**config.mk**
```make
export PLATFORM = sky130hd
export DESIGN_NAME = multicycle_control_fsm
export DESIGN_NICKNAME = d
export VERILOG_FILES = /design/src/rtl/multicycle_control_fsm.sv
export SDC_FILE = /design/constraint.sdc
export NUM_CORES = 1
export LEC_CHECK = 0
export BUFFER_PORTS_ARGS = -buffer_cell sky130_fd_sc_hd__buf_2
export CAP_MARGIN = 15
export CORE_MARGIN = 2
export CORE_UTILIZATION = 48
export DETAILED_ROUTE_END_ITERATION = 8
export GPL_TIMING_DRIVEN = 0
export PLACE_DENSITY = 0.76
export SLEW_MARGIN = 20
export SYNTH_ARGS = -nofsm -noshare
export SYNTH_HDL_FRONTEND = slang
export SYNTH_SLANG_ARGS = --single-unit
```
**constraint.sdc**
```tcl
create_clock -name i_clk -period 2.1 [get_ports i_clk]
set_clock_uncertainty 0.2 [all_clocks]
set_input_delay 0.21 -clock i_clk [delete_from_list [all_inputs] [get_ports i_clk]]
set_output_delay 0.21 -clock i_clk [all_outputs]
set_load 0.005 [all_outputs]
```
**src/rtl/multicycle_control_fsm.sv**
```systemverilog
// rtl/multicycle_control_fsm.sv - RV64I multi-cycle control FSM with memory-ready wait and sticky fault trap
module multicycle_control_fsm #(
    parameter int TIMEOUT_CYCLES = 255
) (
    input  logic       i_clk,
    input  logic       i_arstn,
    input  logic [6:0] i_op,
    input  logic       i_mem_ready,
    output logic       o_mem_req,
    output logic       o_mem_we,
    output logic       o_adr_src,
    output logic       o_instr_we,
    output logic       o_pc_we,
    output logic       o_branch,
    output logic       o_reg_we,
    output logic [1:0] o_alu_src_a,
    output logic [1:0] o_alu_src_b,
    output logic [2:0] o_alu_op,
    output logic [2:0] o_result_src,
    output logic       o_illegal
);

    typedef enum logic [3:0] {
        S_RESET, S_FETCH, S_DECODE, S_MEMADR, S_MEMREAD, S_MEMWB, S_MEMWRITE, S_EXEC_R,
        S_EXEC_I, S_ALUWB, S_BRANCH, S_JALR_CALC, S_JUMP, S_LUI, S_AUIPC, S_FAULT
    } state_t;

    localparam logic [6:0] OP_LOAD   = 7'b0000011;
    localparam logic [6:0] OP_STORE  = 7'b0100011;
    localparam logic [6:0] OP_R      = 7'b0110011;
    localparam logic [6:0] OP_RW     = 7'b0111011;
    localparam logic [6:0] OP_I      = 7'b0010011;
    localparam logic [6:0] OP_IW     = 7'b0011011;
    localparam logic [6:0] OP_BRANCH = 7'b1100011;
    localparam logic [6:0] OP_JAL    = 7'b1101111;
    localparam logic [6:0] OP_JALR   = 7'b1100111;
    localparam logic [6:0] OP_LUI    = 7'b0110111;
    localparam logic [6:0] OP_AUIPC  = 7'b0010111;

    localparam int CW = (TIMEOUT_CYCLES > 1) ? $clog2(TIMEOUT_CYCLES) : 1;
    localparam logic [CW-1:0] TO_MAX = CW'(TIMEOUT_CYCLES - 1);

    state_t        state;
    state_t        state_next;
    logic [CW-1:0] wait_count;
    logic          mem_state;
    logic          timed_out;
    logic          w_op;

    assign mem_state = (state == S_FETCH) || (state == S_MEMREAD) || (state == S_MEMWRITE);
    assign timed_out = mem_state && !i_mem_ready && (wait_count == TO_MAX);
    assign w_op      = (i_op == OP_RW) || (i_op == OP_IW);

    always_ff @(posedge i_clk or negedge i_arstn) begin
        if (!i_arstn) begin
            state <= S_RESET;
        end else begin
            state <= state_next;
        end
    end

    // Any state change clears the counter, so each memory state starts its wait from zero.
    always_ff @(posedge i_clk or negedge i_arstn) begin
        if (!i_arstn) begin
            wait_count <= '0;
        end else if (state_next != state) begin
            wait_count <= '0;
        end else if (mem_state && !i_mem_ready && (wait_count != TO_MAX)) begin
            wait_count <= wait_count + 1'b1;
        end
    end

    always_comb begin
        state_next = state;
        case (state)
            S_RESET:  state_next = S_FETCH;
            S_FETCH: begin
                if (i_mem_ready)    state_next = S_DECODE;
                else if (timed_out) state_next = S_FAULT;
            end
            S_DECODE: begin
                case (i_op)
                    OP_LOAD, OP_STORE: state_next = S_MEMADR;
                    OP_R, OP_RW:       state_next = S_EXEC_R;
                    OP_I, OP_IW:       state_next = S_EXEC_I;
                    OP_BRANCH:         state_next = S_BRANCH;
                    OP_JAL:            state_next = S_JUMP;
                    OP_JALR:           state_next = S_JALR_CALC;
                    OP_LUI:            state_next = S_LUI;
                    OP_AUIPC:          state_next = S_AUIPC;
                    default:           state_next = S_FAULT;
                endcase
            end
            S_MEMADR: state_next = (i_op == OP_LOAD) ? S_MEMREAD : S_MEMWRITE;
            S_MEMREAD: begin
                if (i_mem_ready)    state_next = S_MEMWB;
                else if (timed_out) state_next = S_FAULT;
            end
            S_MEMWRITE: begin
                if (i_mem_ready)    state_next = S_FETCH;
                else if (timed_out) state_next = S_FAULT;
            end
            S_MEMWB, S_ALUWB, S_BRANCH, S_JUMP, S_LUI, S_AUIPC: state_next = S_FETCH;
            S_EXEC_R, S_EXEC_I: state_next = S_ALUWB;
            S_JALR_CALC:        state_next = S_JUMP;
            S_FAULT:            state_next = S_FAULT;
            default:            state_next = S_FAULT;
        endcase
    end

    always_comb begin
        o_mem_req    = 1'b0;
        o_mem_we     = 1'b0;
        o_adr_src    = 1'b0;
        o_instr_we   = 1'b0;
        o_pc_we      = 1'b0;
        o_branch     = 1'b0;
        o_reg_we     = 1'b0;
        o_alu_src_a  = 2'b00;
        o_alu_src_b  = 2'b00;
        o_alu_op     = 3'b000;
        o_result_src = 3'b000;
        o_illegal    = 1'b0;
        case (state)
            S_FETCH: begin
                o_mem_req   = 1'b1;
                o_alu_src_b = 2'b10;
                o_instr_we  = i_mem_ready;
                o_pc_we     = i_mem_ready;
            end
            S_DECODE: begin
                o_alu_src_a = 2'b01;
                o_alu_src_b = 2'b01;
            end
            S_MEMADR, S_JALR_CALC: begin
                o_alu_src_a = 2'b10;
                o_alu_src_b = 2'b01;
            end
            S_MEMREAD: begin
                o_mem_req = 1'b1;
                o_adr_src = 1'b1;
            end
            S_MEMWB: begin
                o_reg_we     = 1'b1;
                o_result_src = 3'b001;
            end
            S_MEMWRITE: begin
                o_mem_req = 1'b1;
                o_mem_we  = 1'b1;
                o_adr_src = 1'b1;
            end
            S_EXEC_R: begin
                o_alu_src_a = 2'b10;
                o_alu_op    = w_op ? 3'b011 : 3'b010;
            end
            S_EXEC_I: begin
                o_alu_src_a = 2'b10;
                o_alu_src_b = 2'b01;
                o_alu_op    = w_op ? 3'b011 : 3'b010;
            end
            S_ALUWB: o_reg_we = 1'b1;
            // Branch target was latched into ALUOut during DECODE.
            S_BRANCH: begin
                o_alu_src_a  = 2'b10;
                o_alu_op     = 3'b001;
                o_branch     = 1'b1;
                o_result_src = 3'b011;
            end
            S_JUMP: begin
                o_pc_we      = 1'b1;
                o_reg_we     = 1'b1;
                o_result_src = 3'b010;
            end
            S_LUI: begin
                o_reg_we     = 1'b1;
                o_result_src = 3'b100;
            end
            S_AUIPC: begin
                o_reg_we     = 1'b1;
                o_result_src = 3'b011;
            end
            S_FAULT: o_illegal = 1'b1;
            default: ;
        endcase
    end

endmodule
```
==> summary.md, run 1 <==
| Metric | Value |
|---|---|
| Synth top area cells | `dfrtp_1 26%, xnor2_1 5.3%, nand2_1 4.6%, nor3_1 4.4%, nor2_1 3.9%` |
| Share of the synthesized area in the top cell type | `a little over a quarter` |
| Residual DRC | `0` |
| Worst-Skew Late Latency | `about 0.27 ns` |
| DP HPWL | `around 2.1 mm` |
| Global-route usage over all layers | `a little under a quarter` |
| Setup violations, final | `4` |
| Critical path class | `reg -> reg` |
| Design Power | `between 0.0015 and 0.002 W` |
| Syn Inst Count | `roughly 150` |
| Synthesis-to-finish area growth | `34.0%` |
| DRT Pass-1 Iters | `5` |
| Worst r2r src | `state[2]` |
| Row count | `17` |
| Port bufs | `24` |
| Avg Inst Size Synth | `between 7 and 8 um2` |
| Startpoint Class | `flop` |
| DRT Wirelength | `between 2 and 3 mm` |
| Pins Over Slew Limit | `0` |
| EDFF count, synth | `0` |
| Post-synth top area cell | `dfrtp_1` |
| CP max stage delay | `~0.57 ns` |
| Synth warn | `0` |
| Drt via density | `5.97` |
| Wirelength per Cell | `about 14 um` |
| Worst path slowest cell | `or4b_4` |
| RSZ-0062 raised after global routing | `true` |
| DR iter-0 viols | `36` |
| # IOs | `28` |
| Crit path from | `state[2]` |
| Worst path bufs/invs | `1` |
| Status | `finished, violations left` |
| Placer Congestion | `0.803` |
| Vias in the first global route | `about 1,100` |
| Tmin final | `2.11 ns` |
| Layout Utilization | `68.7%` |
| Clk sink count | `12` |
| CP arrival | `a little over 2 ns` |
| Yosys reg bits | `12` |
| Root Buffer | `clkbuf_4` |
| Post-Syn Area | `around 0.0011 mm2` |
| Max Cap Viol | `0` |
| Highest net fanout along the worst path | `8` |
| Max H-tree Level | `1` |
| Levels on crit path | `6` |
| Num CTS Buffers | `3` |
| Delay-heaviest family, CP | `simple AND/OR/NAND/NOR gates` |
| Failing checks | `negative setup slack` |
| Buffer depth of the longest clock path | `2` |
| Final ANT Viol Nets | `0` |
| Max VDD drop | `0.000783 V` |
| Worst Hold Class | `in -> async` |
| Register area share after synthesis | `26.2%` |
| Pre-CTS setup slack | `-0.306 ns` |
| Net Count, Synth | `roughly 160` |
| DR vias | `about 1,200` |
| Chip Width | `52.9 um` |
| Async SR Flop Fraction | `100%` |
| Final Hold Fails | `0` |
| Fmax | `between 400 and 500 MHz` |
| Total Neg Setup Slack | `-0.0319 ns` |
| Die H | `52.9 um` |
| Worst setup path end | `wait_count[7]` |
| Initial antenna violation count | `0` |
| Reg-to-Reg End | `wait_count[7]` |
| Power Dens Cells | `1190 mW/mm2` |
| Critical Path Sink Type | `flop` |
| Clock Pin Slew Worst Setup and Hold Paths | `0.07 ns` |
| Final worst slack | `-0.0135 ns` |
| Core Area | `~0.0022 mm2` |
| Overflow after GRT | `0` |
| Fin nets | `192` |
| Largest net degree at the start of global routing | `13` |
| N_diodes | `0` |
| Register-to-Register Path Depth | `6` |
| Hold_ws | `~0.13 ns` |
| Worst path cell trace | `or4b_4 -> a21o_4 -> buf_4 -> nor4_4 -> xnor2_1 -> nor3_2` |
| Number of distinct library cells after synthesis | `47` |
| FILL cells | `189` |
| TritonCTS clock tree | `yes` |
| First-pass GRT wire length | `approximately 4.7 mm` |
| P_leak | `0.664 nW` |
| Layout cells sized above 1 | `a little over a third` |
| Initial core utilization | `51.3%` |
| Crit share post-route | `101%` |
| R2r setup slk | `-0.01 ns` |
| Die area | `~0.0028 mm2` |
| Critical Path RT | `2.04 ns` |
| Dominant synthesized flop cell | `dfrtp_1` |
-- registers in the layout (all words and copies together), names as in the netlist --
| register | flops |
|---|---|
| state | 4 |
| wait_count | 8 |
-- stage by stage --
step	cells	instance area (um2)
finish	207	1540
global route	207	1540
CTS	203	1450
detailed placement	199	1310
global placement	199	1310
floorplan	147	1160
-- Yosys cell counts (2+ instances only) --
cell,n
xnor2_1,7
or4b_1,2
nor3_1,10
inv_1,5
a211oi_1,4
a22oi_1,2
nor3_2,2
mux2i_1,3
o21ai_0,6
nor2b_1,6
nand2b_1,4
nor4_2,2
clkbuf_1,8
or3_1,2
ha_1,2
and3_1,2
a21oi_1,5
and2_1,4
dfrtp_1,12
nand4_1,2
nand2_1,14
nand3_1,6
nor2_1,12
o21a_1,2
-- report_power, final --
group,internal (W),switching [W]
Combinational,0.000564,0.000727
Sequential,0.000282,0.0000743
Clock,0.000105,0.0000718
-- worst min path at each step --
| stage | start | endpoint | slack, ns | cells after the start |
|---|---|---|---|---|
| final | i_arstn | wait_count[2] | 0.13 | 2 |
| after global routing | i_arstn | wait_count[2] | 0.16 | 2 |
| after CTS | i_arstn | wait_count[2] | 0.14 | 2 |
| after detailed placement | i_arstn | wait_count[0] | -0.10 | 1 |
| after global placement | i_arstn | wait_count[0] | -0.11 | 1 |
| after floorplan | i_arstn | state[0] | -0.29 | 0 |
-- final cells by class --
cell class	instances	area [um2]	share of cell area [%]
timing repair buffer	29	160	10.4
multi-input combinational	120	927	60.4
sequential	12	303	19.7
tap	28	35.0	2.28
buffer	9	55.1	3.59
clock buffer	4	36.3	2.36
inverter	5	18.8	1.22
-- cell usage in the layout, fill, tap and decap left out, types with 3 or more instances in the layout --
master     n
buf_2     24
nand2_1   14
nor2_1    12
dfrtp_1   10
nor3_1     9
xnor2_1    7
o21ai_0    6
nand3_1    6
clkbuf_4   5
nor2b_1    5
inv_1      5
buf_4      5
a21oi_1    4
nand2b_1   3
and2_1     3
clkbuf_1   3
-- worst register-to-register path, stage by stage (launching register included) --
cell and delay, ns:
dfrtp_1 0.42, or4b_4 0.57, a21o_4 0.28, buf_4 0.15, nor4_4 0.13, xnor2_1 0.18, nor3_2 0.06
-- metal layers --
metal,vias to the layer above,part of all wire (%),GRT usage [%]
met1,589,41,27.7
met4,0,0.98,2.99
met3,4,5.1,5.65
met2,42,52,40.6
met5,-,0,0
li1,600,-,-
-- kinds of logic (layout without fill, tap and decap cells) --
family / after synthesis / in the layout / share of synthesized area (%)
xor gates and xnor gates: 8 / 8 / 6.11
DFF: 12 / 12 / 26.2
buffers and inverters: 15 / 47 / 5.35
and+or+nand+nor: 73 / 73 / 35.7
adders and majority gates: 2 / 2 / 2.18
other: 1 / 1 / 0.327
AOI/OAI and AO/OA: 33 / 33 / 21.5
muxes: 3 / 3 / 2.62
-- what timing repair did --
action	CTS	global route
setup buffers	0	4
endpoints found under the hold margin	12	0
gates cloned	0	0
resized for setup	20	16
hold buffers	1	0
pin swaps	6	5
endpoints found under the setup margin	14	12
Note: power is estimated with default switching activity, not from simulation.
==> run 2: changes to the inputs <==
Settings changed: ABC_CLOCK_PERIOD_IN_PS set to 2100, CORE_UTILIZATION 48 to 30, PLACE_DENSITY 0.76 to unset.
==> summary.md, run 2 (same netlist as run 1, synthesis figures left out) <==
| Metric | Value |
|---|---|
| Status | `finished, violations left` |
| Failing checks | `negative setup slack` |
| Total Neg Setup Slack | `-0.0139 ns` |
| Setup violations, final | `1` |
| Die area | `0.00433 mm2` |
| Placer Congestion | `between 0.7 and 0.8` |
| Commonest non-fill, non-tap cell in the layout | `buf_2` |
| Global-route usage over all layers | `between 10% and 20%` |
| Largest Register | `wait_count` |
| Critical Path Sink Type | `flop` |
| Synthesis-to-finish area growth | `45.4%` |
| Initial antenna violation count | `0` |
| Core Area | `between 0.003 and 0.004 mm2` |
| DR vias | `roughly 1,200` |
| Max VDD drop | `between 0.0003 and 0.0004 V` |
| Tmin final | `2.11 ns` |
| Buffer depth of the longest clock path | `2` |
| R2r setup slk | `-0.01 ns` |
| Clock Pin Slew Worst Setup and Hold Paths | `0.05 ns` |
| Residual DRC | `0` |
| Most frequent cells in the layout | `26 x buf_2, 14 x nand2_1, 14 x buf_4, 11 x nor2_1, 9 x dfrtp_1` |
| Vias in the first global route | `slightly above 1,000` |
| Clk sink count | `12` |
| Num CTS Buffers | `3` |
| DRT Wirelength | `slightly above 3 mm` |
| Max H-tree Level | `1` |
| Final ANT Viol Nets | `0` |
| CP max stage delay | `approximately 0.53 ns` |
| Worst path bufs/invs | `0` |
| Chip Width | `~66 um` |
| Die H | `roughly 66 um` |
| Port bufs | `24` |
| Highest net fanout along the worst path | `8` |
| Wirelength per Cell | `between 10 and 15 um` |
| Overflow after GRT | `0` |
| Max Cap Viol | `0` |
| Delay-heaviest family, CP | `simple AND/OR/NAND/NOR gates` |
| Design Power | `~0.0021 W` |
| Reg-to-Reg End | `wait_count[4]` |
| CP arrival | `roughly 2.0 ns` |
| DR iter-0 viols | `between 100 and 150` |
| Worst path cell trace | `or4b_4 -> a21o_4 -> nor3_1 -> xnor2_1 -> nor3_2` |
| Final Hold Fails | `0` |
| N_diodes | `0` |
| DRT Pass-1 Iters | `4` |
| # IOs | `28` |
| Hold_ws | `roughly 0.18 ns` |
| Max reg flops | `8` |
| TritonCTS clock tree | `yes` |
| Worst Hold Class | `in -> async` |
| Drt via density | `about 5.2` |
| Fin nets | `between 200 and 250` |
| Fmax | `~470 MHz` |
| Critical Path RT | `approximately 2.0 ns` |
| First-pass GRT wire length | `4.75 mm` |
| DP HPWL | `2.03 mm` |
| RSZ-0062 raised after global routing | `true` |
| Pre-CTS setup slack | `-0.405 ns` |
| Startpoint Class | `flop` |
| Worst path slowest cell | `or4b_4` |
| Worst-Skew Late Latency | `roughly 0.24 ns` |
| Pins Over Slew Limit | `0` |
| Row count | `22` |
| Initial core utilization | `31.3%` |
| Root Buffer | `clkbuf_8` |
| Final worst slack | `-0.0139 ns` |
| Layout cells sized above 1 | `between 40% and 50%` |
| Largest net degree at the start of global routing | `13` |
| Power Dens Cells | `1250 mW/mm2` |
| P_leak | `about 0.74 nW` |
| Top flop regs | `wait_count (8), state (4)` |
| Crit share post-route | `101%` |
| Critical path class | `reg -> reg` |
| Worst r2r src | `state[3]` |
| Register-to-Register Path Depth | `5` |
==> run 2: changes by cell type in the layout (fill, tap and decap cells not counted), moves of 2 or more <==
| cell | delta |
|---|---|
| buf_4 | +9 |
| clkbuf_4 | -5 |
| nor3_1 | -4 |
| clkbuf_8 | +3 |
| nor3_2 | +3 |
| buf_2 | +2 |
| nand2b_1 | -2 |
| nand2b_2 | +2 |
==> run 2: timing repair <==
| item | CTS | global route |
|---|---|---|
| hold endpoints to repair | 12 | 0 |
| pin swaps | 4 | 9 |
| setup endpoints to repair | 13 | 13 |
| hold buffers | 1 | 0 |
| setup buffers | 0 | 13 |
| resized for setup | 21 | 22 |
==> run 2: per-stage QoR <==
step / std cells / instance area (um2) / utilization, %
after floorplan: 147 / 1160 / -
after global placement: 219 / 1340 / 36.5
after detailed placement: 219 / 1340 / 36.5
after CTS: 223 / 1490 / 40.7
after global routing: 236 / 1670 / 45.5
final: 236 / 1670 / 45.5
==> run 2: per-layer routing <==
layer / vias to the layer above / part of all wire, % / track usage, % / wire (um)
met5: - / 0 / 0 / 0
met4: 0 / 1.1 / 3.91 / 34
met3: 4 / 1.8 / 1.02 / 57
met2: 19 / 49 / 21.3 / 1510
met1: 589 / 48 / 19.9 / 1500
li1: 618 / - / - / -
==> run 2: worst max path at each step <==
stage          startpoint             to  slack (ns)  cells after the start
6_report         state[3]  wait_count[4]       -0.01                      5
3_5_place_dp     state[3]  wait_count[0]       -0.40                      6
5_1_grt          state[3]  wait_count[4]       -0.06                      5
4_1_cts          state[3]  wait_count[6]       -0.01                      5
3_3_place_gp     state[3]  wait_count[0]       -0.34                      6
2_1_floorplan    state[3]  wait_count[1]        0.02                      5
==> run 2: area by class of cell <==
cell class                      instances  area, um2
Inverter                                5       18.8
Sequential cell                        12        304
Multi-Input combinational cell        120        951
Buffer                                  9       50.0
Timing Repair Buffer                   38        228
Tap cell                               48       60.1
Fill cell                             342       1990
Clock buffer                            4       55.1
==> run 2: power by group <==
part / internal [W] / switching [W] / leakage, nW
registers: 0.000283 / 0.0000786 / 0.158
logic: 0.000707 / 0.000759 / 0.554
clock network: 0.000166 / 0.0000880 / 0.0288
total: 0.00116 / 0.000925 / 0.741
==> run 3: changes to the inputs <==
--- a/constraint.sdc
+++ b/constraint.sdc
@@ -3,3 +3,3 @@
 set_input_delay 0.21 -clock i_clk [delete_from_list [all_inputs] [get_ports i_clk]]
 set_output_delay 0.21 -clock i_clk [all_outputs]
-set_load 0.005 [all_outputs]
+set_load 0.05 [all_outputs]
==> summary.md, run 3 (same netlist as run 1, synthesis figures left out) <==
| Metric | Value |
|---|---|
| Status | `finished, violations left` |
| Failing checks | `negative setup slack` |
| Sw Ratio | `about 52%` |
| Core Area | `around 0.0037 mm2` |
| TritonCTS clock tree | `yes` |
| Critical Path RT | `between 2 and 2.5 ns` |
| Max Cap Viol | `0` |
| Startpoint Class | `flop` |
| Critical path class | `reg -> reg` |
| Global-route usage over all layers | `15.3%` |
| Num CTS Buffers | `3` |
| Largest net degree at the start of global routing | `13` |
| Max reg flops | `8` |
| Internal power | `between 0.001 and 0.0015 W` |
| Vias in the first global route | `about 1,200` |
| Fin nets | `206` |
| Max VDD drop | `roughly 0.00084 V` |
| Commonest non-fill, non-tap cell in the layout | `buf_2` |
| GR peak layer | `met2` |
| Worst r2r src | `state[2]` |
| DR iter-0 viols | `52` |
| Power Dens Cells | `approximately 1500 mW/mm2` |
| Setup violations, final | `4` |
| Delay-heaviest family, CP | `simple AND/OR/NAND/NOR gates` |
| Wirelength per Cell | `~14 um` |
| DP HPWL | `2.05 mm` |
| Psw | `0.00136 W` |
| Clk sink count | `12` |
| Most frequent cells in the layout | `22 x buf_2, 18 x buf_4, 13 x nand2_1, 10 x nor2_1, 9 x dfrtp_1` |
| First-pass GRT wire length | `roughly 5.3 mm` |
| Max H-tree Level | `1` |
| Placer Congestion | `~0.8` |
| Flop pwr share | `13.9%` |
| Logic gate share of total power | `77.8%` |
| Pins Over Slew Limit | `0` |
| Synthesis-to-finish area growth | `52.8%` |
| Final Instance Area | `around 0.0018 mm2` |
| Met2 Use GR | `between 20% and 30%` |
| Crit share post-route | `100%` |
| Drt via density | `about 5` |
| Die area | `0.00433 mm2` |
| Worst path bufs/invs | `0` |
| # IOs | `28` |
| Register-to-Register Path Depth | `5` |
| N_diodes | `0` |
| DRT Wirelength | `3.27 mm` |
| Clock Pin Slew Worst Setup and Hold Paths | `0.06 ns` |
| P_leak | `0.763 nW` |
| Final Hold Fails | `0` |
| Cell Area, Placed | `approximately 0.0014 mm2` |
| Top flop regs | `wait_count (8), state (4)` |
| Final ANT Viol Nets | `0` |
| Final worst slack | `-0.00912 ns` |
| Initial core utilization | `a little under a third` |
| Tmin final | `approximately 2.1 ns` |
| Met1 Use GR | `between 10% and 20%` |
| CP arrival | `a little over 2 ns` |
| Levels on crit path | `5` |
| CP max stage delay | `around 0.56 ns` |
| Worst setup path end | `wait_count[6]` |
| Fmax | `approximately 470 MHz` |
| Overflow after GRT | `0` |
| Highest net fanout along the worst path | `8` |
| Layout cells sized above 1 | `a little under half` |
| Buffer depth of the longest clock path | `2` |
| Dpl cells | `around 220` |
| DR vias | `1,231` |
| Initial antenna violation count | `0` |
| Reg-to-Reg End | `wait_count[6]` |
| R2r setup slk | `-0.009 ns` |
| Worst Hold Class | `in -> async` |
| Chip Width | `65.8 um` |
| Worst-Skew Late Latency | `0.24 ns` |
| Total Neg Setup Slack | `-0.0270 ns` |
| DRT Pass-1 Iters | `4` |
| Root Buffer | `clkbuf_8` |
| Die H | `65.8 um` |
| Fin cells | `240` |
| Critical Path Sink Type | `flop` |
| Row count | `22` |
| Port bufs | `24` |
| Largest Register | `wait_count` |
| Share of total power in the clock network | `around 8%` |
| RSZ-0062 raised after global routing | `true` |
| Worst path cell trace | `or4b_4 -> a21o_4 -> nor3_4 -> mux2i_1 -> nor3_2` |
| Grt met3 use | `roughly 3.2%` |
| Worst path slowest cell | `or4b_4` |
| Crit path from | `state[2]` |
| Design Power | `0.00260 W` |
| Residual DRC | `0` |
| Pre-CTS setup slack | `-0.254 ns` |
-- run 3: area by class of cell --
type	count	area, um2
Buffer	9	52.6
Clock buffer	3	41.3
Fill cell	371	1910
Inverter	5	18.8
Multi-Input combinational cell	120	980
Sequential cell	12	304
Tap cell	48	60.1
Timing Repair Buffer	43	295
-- run 3: power groups by stage --
stage	logic, W	registers [W]	clock network [W]
after global routing	0.00215	0.000374	0.000234
final	0.00202	0.000362	0.000213
after detailed placement	0.00142	0.000348	0
after floorplan	0.00115	0.000331	0
after global placement	0.00143	0.000350	0
after CTS	0.00181	0.000350	0.000221
-- run 3: per-stage QoR --
| step | hold WS, ns | util, % |
|---|---|---|
| 3_3_place_gp | -0.0902 | 37.2 |
| 2_1_floorplan | -0.286 | - |
| 3_5_place_dp | -0.0855 | 37.2 |
| 6_report | 0.191 | 47.8 |
| 5_1_grt | 0.216 | 47.8 |
| 4_1_cts | 0.193 | 44.2 |
-- run 3: how the worst min path moves through the flow --
stage | to | slack, ns | cells after the start
2_1_floorplan | state[0] | -0.29 | 0
6_report | wait_count[6] | 0.19 | 2
3_5_place_dp | wait_count[7] | -0.09 | 1
3_3_place_gp | wait_count[6] | -0.09 | 1
5_1_grt | wait_count[0] | 0.22 | 2
4_1_cts | wait_count[1] | 0.19 | 2
-- run 3: what timing repair did --
item | in CTS | in global routing
setup endpoints to repair | 19 | 20
buffers inserted | 11 | 7
pin swaps | 6 | 16
hold buffers | 1 | 0
cloned | 0 | 0
resized for setup | 28 | 25
hold endpoints to repair | 12 | 0
-- run 3: layer usage --
metal	wire length, um	share of wire, %	vias to the layer above
li1	-	-	623
met1	1460	45	571
met2	1640	50	33
met3	144	4.4	4
met4	28	0.86	0
met5	0	0	-
